[config.mk]
export PLATFORM = sky130hd
export DESIGN_NAME = imem_port
export DESIGN_NICKNAME = d
export VERILOG_FILES = /design/src/rtl/imem_port.sv
export SDC_FILE = /design/constraint.sdc
export NUM_CORES = 2
export LEC_CHECK = 0
export CAP_MARGIN = 10
export CORE_ASPECT_RATIO = 0.6
export CORE_UTILIZATION = 40
export DETAILED_ROUTE_END_ITERATION = 7
export MAX_ROUTING_LAYER = met4
export PLACE_DENSITY = 0.67
export SYNTH_ARGS = -nofsm -noshare
export SYNTH_HDL_FRONTEND = slang
export SYNTH_SLANG_ARGS = --single-unit
[constraint.sdc]
create_clock -name clk -period 22.9 [get_ports clk]
set_input_delay 4.58 -clock clk [delete_from_list [all_inputs] [get_ports clk]]
set_output_delay 4.58 -clock clk [all_outputs]
set_load 0.02 [all_outputs]
[src/rtl/imem_port.sv]
// imem_port: direct-mapped instruction cache answering fetch PCs, refilling 16-byte lines beat by beat
// clk/reset(async, active-low); req_valid/req_pc/flush from fetch; resp_valid/resp_pc/resp_instr and
// pc_write back to fetch; mem_req/mem_addr out and mem_valid/mem_data in for line refills.
`ifndef ADDR_SIZE
`define ADDR_SIZE 32
`endif
module imem_port #(
  parameter int ADDR_SIZE = `ADDR_SIZE,
  parameter int LINES     = 16,
  parameter int WORDS     = 4
) (
  input  logic                 clk,
  input  logic                 reset,
  input  logic                 req_valid,
  input  logic [ADDR_SIZE-1:0] req_pc,
  input  logic                 flush,
  output logic                 resp_valid,
  output logic [ADDR_SIZE-1:0] resp_pc,
  output logic [31:0]          resp_instr,
  output logic                 pc_write,
  output logic                 mem_req,
  output logic [ADDR_SIZE-1:0] mem_addr,
  input  logic                 mem_valid,
  input  logic [31:0]          mem_data
);
  localparam int IW = $clog2(LINES);
  localparam int LW = ADDR_SIZE - 4;
  localparam int TW = LW - IW;
  typedef enum logic [1:0] {IDLE, REFILL, RESPOND} state_t;
  state_t                    state_q, state_d;
  logic [LINES-1:0]          valid_q;
  logic [TW-1:0]             tag_q  [LINES];
  logic [WORDS-1:0][31:0]    data_q [LINES];
  logic [WORDS-1:0][31:0]    lbuf_q;
  logic [LW-1:0]             line_q;
  logic [1:0]                off_q, beat_q;
  logic                      kill_q, resp_valid_q;
  logic [ADDR_SIZE-1:0]      resp_pc_q;
  logic [31:0]               resp_instr_q;
  logic [IW-1:0]             idx;
  logic [1:0]                off;
  logic [TW-1:0]             tag;
  logic                      lookup, hit, miss, last, unused_pc;
  assign idx       = req_pc[3+IW:4];
  assign off       = req_pc[3:2];
  assign tag       = req_pc[ADDR_SIZE-1:4+IW];
  assign unused_pc = ^req_pc[1:0];
  assign lookup    = req_valid & !flush & (state_q == IDLE);
  assign hit       = lookup & valid_q[idx] & (tag_q[idx] == tag);
  assign miss      = lookup & !hit;
  assign last      = (state_q == REFILL) & mem_valid & (beat_q == 2'd3);
  always_comb begin
    state_d = (state_q == IDLE)   ? (miss ? REFILL : IDLE) :
              (state_q == REFILL) ? (last ? RESPOND : REFILL) : IDLE;
  end
  assign mem_req    = state_q == REFILL;
  assign mem_addr   = mem_req ? {line_q, beat_q, 2'b00} : '0;
  // PC may advance again in RESPOND so fetch presents the next PC once back in IDLE
  assign pc_write   = (state_q != REFILL) & !miss;
  // a refill response is combinational so a flush in the RESPOND cycle can still suppress it
  assign resp_valid = resp_valid_q | ((state_q == RESPOND) & !kill_q & !flush);
  assign resp_pc    = resp_pc_q;
  assign resp_instr = resp_instr_q;
  always_ff @(posedge clk or negedge reset) begin
    if (!reset) begin
      state_q      <= IDLE;
      valid_q      <= '0;
      lbuf_q       <= '0;
      line_q       <= '0;
      off_q        <= '0;
      beat_q       <= '0;
      kill_q       <= 1'b0;
      resp_valid_q <= 1'b0;
      resp_pc_q    <= '0;
      resp_instr_q <= '0;
    end else begin
      state_q      <= state_d;
      resp_valid_q <= hit;
      if (hit) begin
        resp_pc_q    <= {req_pc[ADDR_SIZE-1:2], 2'b00};
        resp_instr_q <= data_q[idx][off];
      end
      if (miss) begin
        line_q <= req_pc[ADDR_SIZE-1:4];
        off_q  <= off;
        beat_q <= '0;
      end
      if (mem_req & mem_valid) begin
        lbuf_q[beat_q] <= mem_data;
        beat_q         <= beat_q + 2'd1;
      end
      if (last) begin
        valid_q[line_q[IW-1:0]] <= 1'b1;
        resp_pc_q               <= {line_q, off_q, 2'b00};
        resp_instr_q            <= (off_q == 2'd3) ? mem_data : lbuf_q[off_q];
      end
      // beats cannot be cancelled, so a redirect during refill only marks the response dead
      kill_q <= (state_q == RESPOND) ? 1'b0 : kill_q | (mem_req & flush);
    end
  end
  always_ff @(posedge clk) begin
    if (last) begin
      tag_q[line_q[IW-1:0]]  <= line_q[LW-1:IW];
      data_q[line_q[IW-1:0]] <= {mem_data, lbuf_q[2], lbuf_q[1], lbuf_q[0]};
    end
  end
endmodule

==> impl_metrics.prom <==
# TYPE chip_impl_metric gauge
chip_impl_info{name="run_status",value="completed"} 1
chip_impl_metric{name="hpwl_after_detailed_placement",unit="microns"} 129000
chip_impl_info{name="cts.root.buffer_cell",value="sky130_fd_sc_hd__clkbuf_16"} 1
chip_impl_metric{name="swShare",unit="%"} 25.0
chip_impl_metric{name="finalSetupTns",unit="ns"} 0
chip_impl_metric{name="post_cts_hold_buffer_count",unit=""} 0
chip_impl_metric{name="sequentialPowerShare",unit="%"} 57.4
chip_impl_metric{name="ys_ff_latch",unit=""} 2642
chip_impl_metric{name="synthesis.area",unit="sq um"} 103000
chip_impl_info{name="endpoint_of_the_worst_hold_timing_path",value="valid_q[13]"} 1
chip_impl_metric{name="wl",unit="microns"} 261000
chip_impl_metric{name="flow.area_growth_from_synthesis",unit="%"} 12.6
chip_impl_metric{name="ctsHtreeMaxLevel",unit=""} 4
chip_impl_metric{name="floorplan.rows",unit=""} 143
chip_impl_metric{name="max_slew.worst_pin.slew",unit="ns"} 1.22
chip_impl_info{name="critical_path_type",value="in -> out"} 1
chip_impl_metric{name="regToRegSetupSlack",unit="ns"} 17.09
chip_impl_metric{name="chipWidth",unit="microns"} 657
chip_impl_metric{name="dpl.cell_count",unit=""} 8116
chip_impl_metric{name="report.final.setup_viol",unit=""} 0
chip_impl_info{name="worstSetupStartpointType",value="primary input"} 1
chip_impl_metric{name="fin_skew",unit="ns"} 0.0755
chip_impl_metric{name="grt_pass1_vias",unit=""} 51000
chip_impl_metric{name="dieArea",unit="sq um"} 260000
chip_impl_info{name="critical_path.reg2reg.endpoint",value="data_q[13][69]"} 1
chip_impl_metric{name="ios",unit=""} 168
chip_impl_metric{name="postCtsSetupBuffers",unit=""} 0
chip_impl_metric{name="yosysWarnings",unit=""} 0
chip_impl_metric{name="period_share",unit="%"} 67.1
chip_impl_metric{name="placeableCoreArea",unit="sq um"} 255000
chip_impl_metric{name="routed-via-count",unit=""} 51200
chip_impl_metric{name="antenna_found_initial",unit=""} 8
chip_impl_metric{name="final_layout_size_suffix_gt1_share",unit="%"} 25.9
chip_impl_metric{name="cts.repair.resized",unit=""} 0
chip_impl_metric{name="grt.total_usage",unit="%"} 20.5
chip_impl_metric{name="met2_track_usage_gr",unit="%"} 29.8
chip_impl_info{name="rsz0062_at_grt",value="false"} 1
chip_impl_metric{name="clk_pin_slew",unit="ns"} 0.07
chip_impl_metric{name="port-buffer-count",unit=""} 161
chip_impl_info{name="end_kind",value="primary output"} 1
chip_impl_info{name="critical_path.reg2reg.startpoint",value="state_q[0]"} 1
chip_impl_metric{name="initial_core_util",unit="%"} 40.5
chip_impl_metric{name="count_of_flip_flops_with_a_built_in_enable_after_synthesis",unit=""} 2432
chip_impl_metric{name="leakage_component_of_the_power",unit="nW"} 36.5
chip_impl_info{name="holdCritPathClass",value="reg -> reg"} 1
chip_impl_metric{name="synth.yosys.seq_area_share",unit="%"} 76.0
chip_impl_metric{name="finalCriticalPeriod",unit="ns"} 15.37
chip_impl_metric{name="hold_path_depth",unit=""} 1
chip_impl_metric{name="avgSynthCellArea",unit="sq um"} 21.8
chip_impl_info{name="synth_ff_type",value="sky130_fd_sc_hd__edfxtp_1"} 1
chip_impl_metric{name="fmax",unit="GHz"} 0.0650
chip_impl_metric{name="power_density",unit="nW/um^2"} 98.6
chip_impl_metric{name="worst_skew_pair.late_latency",unit="ns"} 0.87
chip_impl_metric{name="critical_path_arrival",unit="ns"} 10.79
chip_impl_metric{name="post_drt_wl_per_cell",unit="microns"} 30.7
chip_impl_metric{name="required",unit="ns"} 18.32
chip_impl_metric{name="slew-limit-headroom",unit="%"} 18.5
chip_impl_metric{name="cts_buffers",unit=""} 218
chip_impl_metric{name="ant_nets",unit=""} 0
chip_impl_metric{name="instances_no_fill",unit=""} 8518
chip_impl_info{name="mostFrequentLayoutCell",value="sky130_fd_sc_hd__edfxtp_1"} 1
chip_impl_metric{name="crit_fanout",unit=""} 123
chip_impl_metric{name="share_comb_of_total_power",unit="%"} 9.4
chip_impl_metric{name="grt_first_pass_wirelength",unit="microns"} 374000
chip_impl_metric{name="depth_of_the_most_critical_reg_to_reg_path",unit=""} 9
chip_impl_info{name="grt_most_used_layer",value="met1"} 1
chip_impl_metric{name="syn_inst",unit=""} 4722
chip_impl_metric{name="groute.layer.met3.usage",unit="%"} 4.23
chip_impl_metric{name="share_of_flip_flops_with_an_asynchronous_set_or_reset_after_synthesis",unit="%"} 7.95
chip_impl_metric{name="final-hold-violation-count",unit=""} 0
chip_impl_metric{name="final_max_slew_viol_count",unit=""} 0
chip_impl_metric{name="gpl.final_weighted_congestion",unit=""} 0.810
chip_impl_metric{name="synthDistinctLibCells",unit=""} 66
chip_impl_info{name="tritoncts_clock_tree",value="done"} 1
chip_impl_metric{name="drt_first_pass_iters",unit=""} 6
chip_impl_metric{name="finalHoldWorstSlack",unit="ns"} 0.459
chip_impl_metric{name="cts_max_path_buffers",unit=""} 4
chip_impl_metric{name="drc",unit=""} 0
chip_impl_metric{name="gr-usage-met1",unit="%"} 30.3
chip_impl_info{name="final_cell_mix",value="2432 x sky130_fd_sc_hd__edfxtp_1, 717 x sky130_fd_sc_hd__mux4_2, 222 x sky130_fd_sc_hd__clkbuf_16"} 1
chip_impl_info{name="hold_path.startpoint",value="valid_q[13]"} 1
chip_impl_metric{name="total_number_of_nets_in_the_final_design",unit=""} 5002
chip_impl_metric{name="ir_worst_vdd",unit="V"} 0.0000642
chip_impl_metric{name="grt_max_degree",unit=""} 141
chip_impl_metric{name="p_sw",unit="mW"} 2.85
chip_impl_metric{name="detail_route.iter0.violations",unit=""} 6728
chip_impl_metric{name="clock_network_fraction_of_total_power",unit="%"} 33.2
chip_impl_metric{name="total_power",unit="mW"} 11.4
chip_impl_metric{name="cap_viol_max_count",unit=""} 0
chip_impl_metric{name="post_route_core_utilization",unit="%"} 45.6
chip_impl_metric{name="post_drt_via_cell_ratio",unit=""} 6.01
chip_impl_metric{name="die_h",unit="microns"} 395
chip_impl_metric{name="gr-total-overflow",unit=""} 0
chip_impl_metric{name="clock_tree_sinks",unit=""} 2642
chip_impl_metric{name="p_int",unit="mW"} 8.58
## cell usage after synthesis (all sizes together) (4+ instances only)
| cell | n | area (sq um) |
|---|---|---|
| nand2 | 120 | 450 |
| nor4b | 6 | 52.6 |
| nor2 | 206 | 773 |
| xor2 | 19 | 166 |
| o221ai | 7 | 61.3 |
| nand2b | 11 | 68.8 |
| edfxtp | 2432 | 73000 |
| a21oi | 16 | 80.1 |
| ha | 4 | 50.1 |
| xnor2 | 6 | 52.6 |
| a2bb2oi | 32 | 280 |
| a2111oi | 4 | 53.8 |
| nor2b | 7 | 43.8 |
| a211oi | 4 | 30.0 |
| mux2i | 56 | 561 |
| and3 | 8 | 50.1 |
| buf | 112 | 623 |
| nor3 | 15 | 75.1 |
| inv | 8 | 30.0 |
| mux4 | 717 | 16100 |
| nand4 | 30 | 188 |
| clkbuf | 182 | 683 |
| a221o | 4 | 40.0 |
| a41oi | 59 | 517 |
| o31ai | 19 | 143 |
| or2 | 22 | 138 |
| o211ai | 61 | 458 |
| nand3 | 19 | 95.1 |
| and2 | 35 | 219 |
| mux2 | 141 | 1590 |
| o22ai | 32 | 200 |
| dfrtp | 210 | 5260 |
| a22oi | 55 | 413 |
| o21ai | 28 | 140 |
## registers in the layout (all words and copies together) (netlist names), 2 cells and up
name / flops
line_q: 28
off_q: 2
state_q: 2
beat_q: 2
data_q: 2048
resp_pc: 30
lbuf_q: 96
resp_instr: 32
tag_q: 384
valid_q: 16
## worst max-delay path by stage
stage | startpoint | to | slack, ns | cells past startpoint
CTS | req_pc[4] | pc_write | 7.46 | 13
detailed placement | req_pc[4] | pc_write | 7.48 | 13
floorplan | mem_valid | valid_q[0] | 6.32 | 5
global placement | req_pc[4] | pc_write | 7.56 | 13
finish | req_pc[4] | pc_write | 7.53 | 13
global route | req_pc[4] | pc_write | 7.18 | 13
## logic make-up after synthesis
group	after synthesis	share of synthesized area [%]
compound gates	339	2.51
xor+xnor	25	0.212
fa+ha+maj	4	0.0486
buf+inv	302	1.30
flops	2642	76.0
mux	914	17.8
other cells	1	0.00364
simple gates	495	2.21
## power by group through the flow
| stage | Combinational (mW) | Clock (mW) | Sequential, mW |
|---|---|---|---|
| final | 1.08 | 3.79 | 6.57 |
| after global routing | 1.13 | 4.03 | 6.63 |
| after CTS | 1.07 | 3.84 | 6.56 |
| after detailed placement | 1.07 | 0 | 6.67 |
| after global placement | 1.05 | 0 | 6.60 |
| after floorplan | 0.690 | 0 | 6.42 |
## worst max-delay path: stages
cell and delay [ns]:
sky130_fd_sc_hd__buf_8 0.53, sky130_fd_sc_hd__buf_4 0.89, sky130_fd_sc_hd__buf_12 0.80, sky130_fd_sc_hd__mux4_2 0.60, sky130_fd_sc_hd__a22oi_1 0.56, sky130_fd_sc_hd__a21o_1 0.22
sky130_fd_sc_hd__nand4_1 0.13, sky130_fd_sc_hd__a2111oi_2 0.26, sky130_fd_sc_hd__buf_4 0.42, sky130_fd_sc_hd__and4_4 0.75, sky130_fd_sc_hd__a21boi_4 0.12, sky130_fd_sc_hd__nor2_1 0.13
sky130_fd_sc_hd__clkdlybuf4s50_1 0.61
## metal layers
metal,wire [microns],vias to the layer above
li1,-,20300
met1,112000,27900
met2,118000,2695
met3,26500,364
met4,4590,0
met5,0,-
## final cells by class
class	instances	area, sq um
Multi-Input combinational cell	1781	23600
Timing Repair Buffer	278	2680
Sequential cell	2642	78300
Tap cell	3407	4260
Antenna cell	3	7.51
Clock buffer	321	6230
Fill cell	20800	139000
Inverter	8	42.5
Clock inverter	78	902
## metrics by stage
stage,instance area (sq um),setup WS [ns]
after global routing,116000,7.18
final,116000,7.53
after detailed placement,109000,7.48
after floorplan,103000,6.32
after CTS,116000,7.46
after global placement,109000,7.56
Power figures use the tool's default switching activity.
